### config.mk
export PLATFORM = sky130hd
export DESIGN_NAME = divider_32by16_seq_flat
export DESIGN_NICKNAME = d
export VERILOG_FILES = /design/src/rtl/divider_32by16_seq_pkg.sv /design/src/rtl/divider_32by16_seq_if.sv /design/src/rtl/divider_32by16_seq_step.sv /design/src/rtl/divider_32by16_seq.sv /design/src/flat_wrapper.sv
export SDC_FILE = /design/constraint.sdc
export NUM_CORES = 1
export LEC_CHECK = 0
export ABC_AREA = 1
export CAP_MARGIN = 20
export CORE_UTILIZATION = 45
export CTS_CLUSTER_SIZE = 28
export DETAILED_ROUTE_END_ITERATION = 8
export HOLD_SLACK_MARGIN = 0.06
export PLACE_DENSITY = 0.69
export SLEW_MARGIN = 15
export SYNTH_ARGS = -nofsm -noshare
export SYNTH_HDL_FRONTEND = slang
export SYNTH_SLANG_ARGS = --single-unit
### constraint.sdc
create_clock -name IN_clk -period 10.35 [get_ports IN_clk]
set_input_delay 2.07 -clock IN_clk [delete_from_list [all_inputs] [get_ports IN_clk]]
set_output_delay 2.07 -clock IN_clk [all_outputs]
set_load 0.005 [all_outputs]
### src/rtl/divider_32by16_seq_pkg.sv
// -----------------------------------------------------------------------------
// divider_32by16_seq_pkg
// Shared calculator definitions used by the sequential divider:
//   - div_state_t        : 2-bit FSM state encoding (IDLE/RUN/DONE)
//   - CALC_NUM_WIDTH     : operand width of the calculator (divisor/remainder)
//   - CALC_ANSWER_WIDTH  : answer path width (dividend/quotient)
//   - cnt_width()        : width of an iteration counter for a given count
// -----------------------------------------------------------------------------
package divider_32by16_seq_pkg;

  localparam int CALC_NUM_WIDTH    = 16;
  localparam int CALC_ANSWER_WIDTH = 32;

  typedef enum logic [1:0] {
    ST_IDLE = 2'd0,
    ST_RUN  = 2'd1,
    ST_DONE = 2'd2
  } div_state_t;

  // Bits needed to count 0..n-1; never less than one bit.
  function automatic int cnt_width(input int n);
    return (n > 1) ? $clog2(n) : 1;
  endfunction

endpackage

### src/rtl/divider_32by16_seq_if.sv
// -----------------------------------------------------------------------------
// divider_32by16_seq_if
// Start/busy/done handshake and result bus between the calculator control
// logic (master) and the sequential divider (slave).
//   IN_start        master->slave  request a division (sampled in IDLE only)
//   IN_dividend     master->slave  unsigned dividend, N_WIDTH bits
//   IN_divisor      master->slave  unsigned divisor, D_WIDTH bits
//   OUT_busy        slave->master  high while iterating
//   OUT_done        slave->master  one-cycle pulse, results valid
//   OUT_quotient    slave->master  registered quotient, N_WIDTH bits
//   OUT_remainder   slave->master  registered remainder, D_WIDTH bits
//   OUT_div_by_zero slave->master  last operation had a zero divisor
// -----------------------------------------------------------------------------
interface divider_32by16_seq_if
  import divider_32by16_seq_pkg::*;
#(
  parameter int N_WIDTH = CALC_ANSWER_WIDTH,
  parameter int D_WIDTH = CALC_NUM_WIDTH
) ();

  logic               IN_start;
  logic [N_WIDTH-1:0] IN_dividend;
  logic [D_WIDTH-1:0] IN_divisor;
  logic               OUT_busy;
  logic               OUT_done;
  logic [N_WIDTH-1:0] OUT_quotient;
  logic [D_WIDTH-1:0] OUT_remainder;
  logic               OUT_div_by_zero;

  modport master (
    output IN_start, IN_dividend, IN_divisor,
    input  OUT_busy, OUT_done, OUT_quotient, OUT_remainder, OUT_div_by_zero
  );

  modport slave (
    input  IN_start, IN_dividend, IN_divisor,
    output OUT_busy, OUT_done, OUT_quotient, OUT_remainder, OUT_div_by_zero
  );

endinterface

### src/rtl/divider_32by16_seq_step.sv
// -----------------------------------------------------------------------------
// divider_32by16_seq_step
// One combinational restoring-division iteration.
//   rem_in       partial remainder before the step (D_WIDTH+1 bits)
//   dividend_msb next dividend bit brought down into the remainder
//   divisor      divisor
//   rem_out      partial remainder after the step
//   q_bit        quotient bit produced by this step
// -----------------------------------------------------------------------------
module divider_32by16_seq_step #(
  parameter int D_WIDTH = 16
) (
  input  logic [D_WIDTH:0]   rem_in,
  input  logic               dividend_msb,
  input  logic [D_WIDTH-1:0] divisor,
  output logic [D_WIDTH:0]   rem_out,
  output logic               q_bit
);

  // One spare bit on top of the shifted remainder holds the borrow, so the
  // subtraction sign is simply the MSB of the difference.
  logic [D_WIDTH+1:0] shifted_w;
  logic [D_WIDTH+1:0] trial_w;

  assign shifted_w = {rem_in, dividend_msb};
  assign trial_w   = shifted_w - {2'b00, divisor};

  // Non-negative trial: keep the difference, quotient bit is 1.
  // Negative trial: restore (keep the shifted value), quotient bit is 0.
  assign q_bit   = ~trial_w[D_WIDTH+1];
  assign rem_out = q_bit ? trial_w[D_WIDTH:0] : shifted_w[D_WIDTH:0];

endmodule

### src/rtl/divider_32by16_seq.sv
// -----------------------------------------------------------------------------
// divider_32by16_seq
// Sequential restoring divider: N_WIDTH-bit dividend / D_WIDTH-bit divisor,
// one quotient bit per clock, start/busy/done handshake.
//   IN_clk    system clock, rising edge
//   IN_reset  asynchronous active-high reset; aborts a running division
//   bus       divider_32by16_seq_if.slave (operands in, results/status out)
// Timing: start accepted on edge E0, N_WIDTH iterations follow, then a
// single DONE cycle with OUT_done high. A zero divisor skips the iterations
// and reaches DONE straight from IDLE.
// -----------------------------------------------------------------------------
module divider_32by16_seq
  import divider_32by16_seq_pkg::*;
#(
  parameter int N_WIDTH = CALC_ANSWER_WIDTH,
  parameter int D_WIDTH = CALC_NUM_WIDTH
) (
  input  logic                  IN_clk,
  input  logic                  IN_reset,
  divider_32by16_seq_if.slave   bus
);

  localparam int                CNT_W     = cnt_width(N_WIDTH);
  localparam logic [CNT_W-1:0]  LAST_ITER = CNT_W'(N_WIDTH - 1);

  div_state_t          state_reg;
  div_state_t          state_next;

  logic [N_WIDTH-1:0]  dividend_reg;    // dividend bits out at the top, quotient bits in at the bottom
  logic [D_WIDTH-1:0]  divisor_reg;
  logic [D_WIDTH:0]    partial_reg;
  logic [CNT_W-1:0]    count_reg;
  logic [N_WIDTH-1:0]  quotient_reg;
  logic [D_WIDTH-1:0]  remainder_reg;
  logic                dbz_reg;

  logic                load_op;
  logic                load_zero;
  logic                iterate;
  logic                finish;

  logic [D_WIDTH:0]    partial_next;
  logic                q_bit;
  logic [N_WIDTH-1:0]  dividend_next;

  // ---------------------------------------------------------------------------
  // Iteration datapath
  // ---------------------------------------------------------------------------
  divider_32by16_seq_step #(
    .D_WIDTH (D_WIDTH)
  ) u_step (
    .rem_in       (partial_reg),
    .dividend_msb (dividend_reg[N_WIDTH-1]),
    .divisor      (divisor_reg),
    .rem_out      (partial_next),
    .q_bit        (q_bit)
  );

  // Shift the dividend register left, inserting the new quotient bit.
  assign dividend_next[0] = q_bit;
  generate
    for (genvar gi = 1; gi < N_WIDTH; gi++) begin : g_shift
      assign dividend_next[gi] = dividend_reg[gi-1];
    end
  endgenerate

  // ---------------------------------------------------------------------------
  // FSM
  // ---------------------------------------------------------------------------
  always_ff @(posedge IN_clk or posedge IN_reset) begin
    if (IN_reset) begin
      state_reg <= ST_IDLE;
    end else begin
      state_reg <= state_next;
    end
  end

  always_comb begin
    state_next = state_reg;
    load_op    = 1'b0;
    load_zero  = 1'b0;
    iterate    = 1'b0;
    finish     = 1'b0;
    case (state_reg)
      ST_IDLE: begin
        if (bus.IN_start) begin
          if (bus.IN_divisor != '0) begin
            load_op    = 1'b1;
            state_next = ST_RUN;
          end else begin
            load_zero  = 1'b1;
            state_next = ST_DONE;
          end
        end
      end
      ST_RUN: begin
        iterate = 1'b1;
        if (count_reg == LAST_ITER) begin
          finish     = 1'b1;
          state_next = ST_DONE;
        end
      end
      ST_DONE: begin
        state_next = ST_IDLE;
      end
      default: begin
        state_next = ST_IDLE;
      end
    endcase
  end

  // ---------------------------------------------------------------------------
  // Operand, iteration and result registers
  // ---------------------------------------------------------------------------
  always_ff @(posedge IN_clk or posedge IN_reset) begin
    if (IN_reset) begin
      dividend_reg  <= '0;
      divisor_reg   <= '0;
      partial_reg   <= '0;
      count_reg     <= '0;
      quotient_reg  <= '0;
      remainder_reg <= '0;
      dbz_reg       <= 1'b0;
    end else begin
      if (load_op) begin
        dividend_reg <= bus.IN_dividend;
        divisor_reg  <= bus.IN_divisor;
        partial_reg  <= '0;
        count_reg    <= '0;
        dbz_reg      <= 1'b0;
      end
      // Zero divisor: saturated quotient, low dividend bits as remainder.
      if (load_zero) begin
        quotient_reg  <= '1;
        remainder_reg <= bus.IN_dividend[D_WIDTH-1:0];
        dbz_reg       <= 1'b1;
      end
      if (iterate) begin
        dividend_reg <= dividend_next;
        partial_reg  <= partial_next;
        count_reg    <= count_reg + 1'b1;
      end
      // Results are published only on the final iteration so the outputs
      // stay stable for the whole run.
      if (finish) begin
        quotient_reg  <= dividend_next;
        remainder_reg <= partial_next[D_WIDTH-1:0];
      end
    end
  end

  // ---------------------------------------------------------------------------
  // Outputs
  // ---------------------------------------------------------------------------
  assign bus.OUT_busy        = (state_reg == ST_RUN);
  assign bus.OUT_done        = (state_reg == ST_DONE);
  assign bus.OUT_quotient    = quotient_reg;
  assign bus.OUT_remainder   = remainder_reg;
  assign bus.OUT_div_by_zero = dbz_reg;

endmodule

### src/flat_wrapper.sv
// flat-port wrapper written by rule: the top's interface ports become plain ports
module divider_32by16_seq_flat import divider_32by16_seq_pkg::*;
#(
  parameter int N_WIDTH = CALC_ANSWER_WIDTH,
  parameter int D_WIDTH = CALC_NUM_WIDTH
)
  (IN_clk, IN_reset, bus_IN_start, bus_IN_dividend, bus_IN_divisor, bus_OUT_busy, bus_OUT_done, bus_OUT_quotient, bus_OUT_remainder, bus_OUT_div_by_zero);
  divider_32by16_seq_if #(.N_WIDTH(N_WIDTH), .D_WIDTH(D_WIDTH)) bus_i ();
  input  logic IN_clk;
  input  logic IN_reset;
  input wire logic [$bits(bus_i.IN_start)-1:0] bus_IN_start;
  input wire logic [$bits(bus_i.IN_dividend)-1:0] bus_IN_dividend;
  input wire logic [$bits(bus_i.IN_divisor)-1:0] bus_IN_divisor;
  output wire logic [$bits(bus_i.OUT_busy)-1:0] bus_OUT_busy;
  output wire logic [$bits(bus_i.OUT_done)-1:0] bus_OUT_done;
  output wire logic [$bits(bus_i.OUT_quotient)-1:0] bus_OUT_quotient;
  output wire logic [$bits(bus_i.OUT_remainder)-1:0] bus_OUT_remainder;
  output wire logic [$bits(bus_i.OUT_div_by_zero)-1:0] bus_OUT_div_by_zero;
  assign bus_i.IN_start = bus_IN_start;
  assign bus_i.IN_dividend = bus_IN_dividend;
  assign bus_i.IN_divisor = bus_IN_divisor;
  assign bus_OUT_busy = bus_i.OUT_busy;
  assign bus_OUT_done = bus_i.OUT_done;
  assign bus_OUT_quotient = bus_i.OUT_quotient;
  assign bus_OUT_remainder = bus_i.OUT_remainder;
  assign bus_OUT_div_by_zero = bus_i.OUT_div_by_zero;
  divider_32by16_seq #(.N_WIDTH(N_WIDTH), .D_WIDTH(D_WIDTH)) u_core (.IN_clk(IN_clk), .IN_reset(IN_reset), .bus(bus_i));
endmodule
Word-level counts from Yosys, hierarchy flattened
Cells that the tools add are included.
{"block": "totals", "in_bits": 51, "regBits": 121, "n_memories": 0, "mem_bits_ro": 0, "ram_bits": 0, "latchBits": 0}
{"block": "op_classes", "shifts": 0, "n_bitwise": 1, "mul": 0, "reduce_logical": 6, "n_mux": 26, "eq_ne": 5, "n_div": 0, "n_addsub": 2, "n_lt_le_gt_ge": 0}
{"op": "32-bit two-way mux", "count": 4}
{"op": "17-bit two-way mux", "count": 3}
{"op": "16-bit two-way mux", "count": 2}
{"op": "18-bit by 16-bit subtractor with 18-bit output", "count": 1}
{"op": "16-bit nonzero test", "count": 1}
{"op": "1-bit two-way mux", "count": 11}
{"op": "5-bit two-way mux", "count": 2}
{"op": "2-bit two-way mux", "count": 3}
{"op": "2-bit nonzero test", "count": 3}
{"op": "5-bit by 1-bit adder with 5-bit output (second input constant)", "count": 1}
{"op": "5-bit == test (second input constant)", "count": 1}
{"op": "2-bit case mux with 2 select lines", "count": 1}
{"op": "2-bit by 1-bit == test with 1-bit output (second input constant)", "count": 1}
{"op": "2-bit == test (second input constant)", "count": 1}
{"op": "2-bit zero test", "count": 1}
{"op": "2-bit by 1-bit != test with 1-bit output (second input constant)", "count": 1}
{"op": "2-bit != test (second input constant)", "count": 1}
{"op": "2-bit AND reduction", "count": 1}
{"op": "1-bit NOT", "count": 1}

Longest topological paths before layout
{"block": "logic_depth", "word_depth": 6, "depth_mapped": 16, "mapped_depth_nobuf": 15}

Hierarchy
A second synthesis with hierarchy kept.
{"block": "hier_totals", "cells_unflattened": 1036, "area_unflattened_um2": 7268.2}
{"mod": "divider_32by16_seq", "area_each_um2": 5635.4, "seq_area_each_um2": 3027.9, "cells_per_inst": 737, "instances": 1}
{"mod": "divider_32by16_seq_step", "area_each_um2": 1632.8, "seq_area_each_um2": 0.0, "cells_per_inst": 299, "instances": 1}

Worst setup path before layout
No wires, ideal clock.
{"block": "synth_timing", "path_kind": "input -> register", "start": "input port bus_IN_divisor[2]", "end": "register u_core.remainder_reg[0], in the netlist u_core.bus.OUT_remainder[0]", "stages": 9, "arrival_ns": 3.078, "required_ns": 10.234, "setup_time_ns": 0.116, "slack_ns": 7.155, "path_cell_list": "nor2_1 -> nand4_1 -> nor2_2 -> nand3_2 -> nand2_2 -> inv_2 -> clkbuf_1 -> nand2_1 -> nand2_1"}
{"block": "synth_via", "elab_chain_cells": 5}
{"element": "start: declaration", "line_no": "flat_wrapper.sv:13", "source": "input wire logic [$bits(bus_i.IN_divisor)-1:0] bus_IN_divisor;"}
{"element": "16-bit nonzero test", "line_no": "divider_32by16_seq.sv:87", "source": "if (bus.IN_divisor != '0) begin"}
{"element": "1-bit two-way mux", "line_no": "divider_32by16_seq.sv:87"}
{"element": "1-bit two-way mux", "line_no": "divider_32by16_seq.sv:86", "source": "if (bus.IN_start) begin"}
{"element": "1-bit two-way mux", "line_no": "divider_32by16_seq.sv:84", "source": "case (state_reg)"}
{"element": "2-bit nonzero test (no source line)"}
{"element": "end signal: assignment", "line_no": "divider_32by16_seq.sv:135", "source": "remainder_reg <= bus.IN_dividend[D_WIDTH-1:0];"}
{"element": "end signal: assignment", "line_no": "divider_32by16_seq.sv:147", "source": "remainder_reg <= partial_next[D_WIDTH-1:0];"}
{"element": "end: declaration", "line_no": "divider_32by16_seq.sv:34", "source": "logic [D_WIDTH-1:0] remainder_reg;"}
No other way between the ends.
A chain may end at the register's enable or synchronous reset.

Worst setup path in the final report
{"block": "layout_timing", "start": "input port bus_IN_divisor[14]", "end": "register u_core.remainder_reg[14], in the netlist u_core.bus.OUT_remainder[14]"}
The elaborated chain is that of the path after synthesis.

==> flow_summary.toml <==
[status]
status = "finished, final reports clean"

[global_route]
top_usage_layer = "met2"
grt_pass1_wl_um = 27790
grtUsageMet2_pct = 39.40
grt_usage_pct = 25.12
grt_use_met3_pct = 5.755
grt_pass1_vias = 5558
grt-ovfl-total = 0
grtUsageMet1_pct = 34.41
antenna_found_initial = 0
grt_max_degree = 64

[final_layout]
drive_above_1_share_pct = 9.977
n_fill_cell = 1222
fin_nets = 919
regArea_um2 = 3028
stdcell_count = 1038
area_delta_synth_final_pct = 26.34
multiInputGateArea_um2 = 2831
num_antenna_cells = 0

[pwr]
power_density_nw_per_um2 = 378.4
vdd_ir_drop_max_mv = 0.1674
p_leak_nw = 3.784

[clock_tree]
post_cts_buffers = 0
path_clk_slew_ps = 60
clkLatencyLatePin_ps = 420
cts_buffers = 17
root_buffer = "clkbuf_16"
ctsHoldBuffers = 0
cts_buffer_depth = 2
clock_sinks = 121
cts_tree = "built"
cts.repair.resized = 0
cts.htree.levels = 4

[setup_path]
r2r_start = "u_core.state_reg[1]$_DFFE_PP0P_"
path_class = "in2reg"
cp-end-kind = "flop"
r2r_cells = 9
worstPathRequired_ps = 10650
cp.arrival_ps = 4570
reg2reg_to = "u_core.bus.OUT_remainder[14]$_DFFE_PP0P_"
reg2reg_slack_ps = 7560
startpoint_type = "input pin"
crit_fanout = 43

[yosys]
synth_nets = 826
yosysMostFrequentCell = "nand2_1"
netlist_area_um2 = 6337
synth_area_leaders = "dfrtp_1 48%, nand2_1 11%, nor2_1 4.8%"
ys_types = 37
synthArstFlopShare_pct = 100.0
synth_ff_type = "dfrtp_1"
ys_top_cells_by_count = "185 x nand2_1, 121 x dfrtp_1, 81 x nor2_1"
synth_largest_area_cell = "dfrtp_1"
synth-edff-count = 0
ys_ff_latch = 121
ys_warn_count = 0
syn_inst = 756
synth.yosys.seq_area_share_pct = 47.78
synth_top_area_share_pct = 47.78
avgSynthCellArea_um2 = 8.383

[route]
vias = 5593
drt_iter0_markers = 379
first_pass_iters = 5
ant_nets = 0
wl_per_cell_um = 16.46
drc = 0
routed_wl_um = 17090
vias_per_cell = 5.388

[timing]
layout_min_cycle_time_ps = 4270
hold_viol_final = 0
fin_skew_ps = 5.813
fmax_mhz = 234.2
finalCritPeriodShare_pct = 41.26
finalSetupTns_ps = 0
relSlewSlack_pct = 42.61
setup_viol = 0
worst_pin_slew_ps = 857.8
drv_slew = 0
rsz0062_at_grt = "false"

[place]
portBuffers = 101
dp_hpwl_um = 11870
place_inst = 1005
place.gp.congestion = 0.8298

[floorplanning]
die_y_um = 120.7
coreArea_um2 = 13510
ios = 102
fp.dieArea_um2 = 14560
fp.dieW_um = 120.7
start_util_pct = 46.92
std_cell_rows = 42

[job]
maxCapViolations = 0

[min_path]
hold_end = "u_core.count_reg[3]$_DFFE_PP0P_"
holdCritPathClass = "reg2reg"
hold_start = "u_core.count_reg[3]$_DFFE_PP0P_"
whs_path_depth = 1
report_power, final:
group | internal, mW | switching (mW)
registers | 0.699 | 0.157
clock network | 0.361 | 0.225
logic | 0.642 | 0.946
worst max-delay path by stage:
stage                        from                                        to  slack [ps]  depth (start not counted)
4_1_cts        bus_IN_divisor[14]  u_core.bus.OUT_remainder[15]$_DFFE_PP0P_        6100                         11
2_1_floorplan            IN_reset    u_core.bus.OUT_div_by_zero$_DFFE_PP0P_        5070                          1
3_5_place_dp    bus_IN_divisor[8]  u_core.bus.OUT_remainder[15]$_DFFE_PP0P_        5660                         11
3_3_place_gp    bus_IN_divisor[8]  u_core.bus.OUT_remainder[15]$_DFFE_PP0P_        5700                         11
5_1_grt         bus_IN_divisor[8]  u_core.bus.OUT_remainder[14]$_DFFE_PP0P_        5810                         11
6_report       bus_IN_divisor[14]  u_core.bus.OUT_remainder[14]$_DFFE_PP0P_        6080                         11
layer usage:
metal  share of wire (%)  wire (µm)  vias to the layer above
li1                    -          -                     2693
met1                  47       7962                     2695
met2                  47       7988                      181
met3                 5.1        872                       24
met4                 1.5        262                        0
met5                   0          0                        -
worst max-delay path, cell delays in order:
cell	delay [ps]
clkdlybuf4s50_1	430
nor2_1	140
nand4_1	170
nor2_2	250
nand3_2	210
nand2_2	680
inv_2	300
nand2_1	110
o21ai_0	80
inv_1	60
nand2_1	40
metrics by stage:
step / utilization [%] / power [mW] / setup WS (ps) / cell area, µm² / hold slack, ps
6_report: 59.28 / 3.030 / 6080 / 8006 / 477.9
5_1_grt: 59.28 / 3.280 / 5811 / 8006 / 502.0
4_1_cts: 59.17 / 3.027 / 6105 / 7991 / 478.0
3_5_place_dp: 54.83 / 2.423 / 5664 / 7405 / 466.0
3_3_place_gp: 54.83 / 2.381 / 5703 / 7405 / 460.8
2_1_floorplan: - / 1.959 / 5066 / 6337 / 440.2
cell usage in the layout (no fill, tap or decap), types with 23 or more instances in the layout:
| cell type | Yosys | layout |
|---|---|---|
| nand2_1 | 185 | 185 |
| dfrtp_1 | 121 | 121 |
| clkdlybuf4s50_1 | 0 | 101 |
| nor2_1 | 81 | 81 |
| inv_1 | 73 | 72 |
| nand3_1 | 50 | 50 |
| a21oi_1 | 38 | 38 |
| o22ai_1 | 32 | 32 |
| nand3_2 | 23 | 23 |
| o21ai_0 | 23 | 23 |
cell type report:
cell class / count / area share (%)
clock buffers: 18 / 5.485
clock inverters: 14 / 1.844
inverters: 79 / 3.735
multi-input cells: 526 / 35.36
flip-flops and latches: 121 / 37.82
well taps: 176 / 2.750
repair buffers: 104 / 13.00
logic make-up after synthesis:
| logic type | share of synthesized area [%] |
|---|---|
| and+or+nand+nor | 26.50 |
| xor gates and xnor gates | 1.106 |
| DFF | 47.78 |
| buffers and inverters | 7.542 |
| AOI/OAI and AO/OA | 13.21 |
| adders and majority gates | 3.870 |
Note: power is estimated with default switching activity, not from simulation.
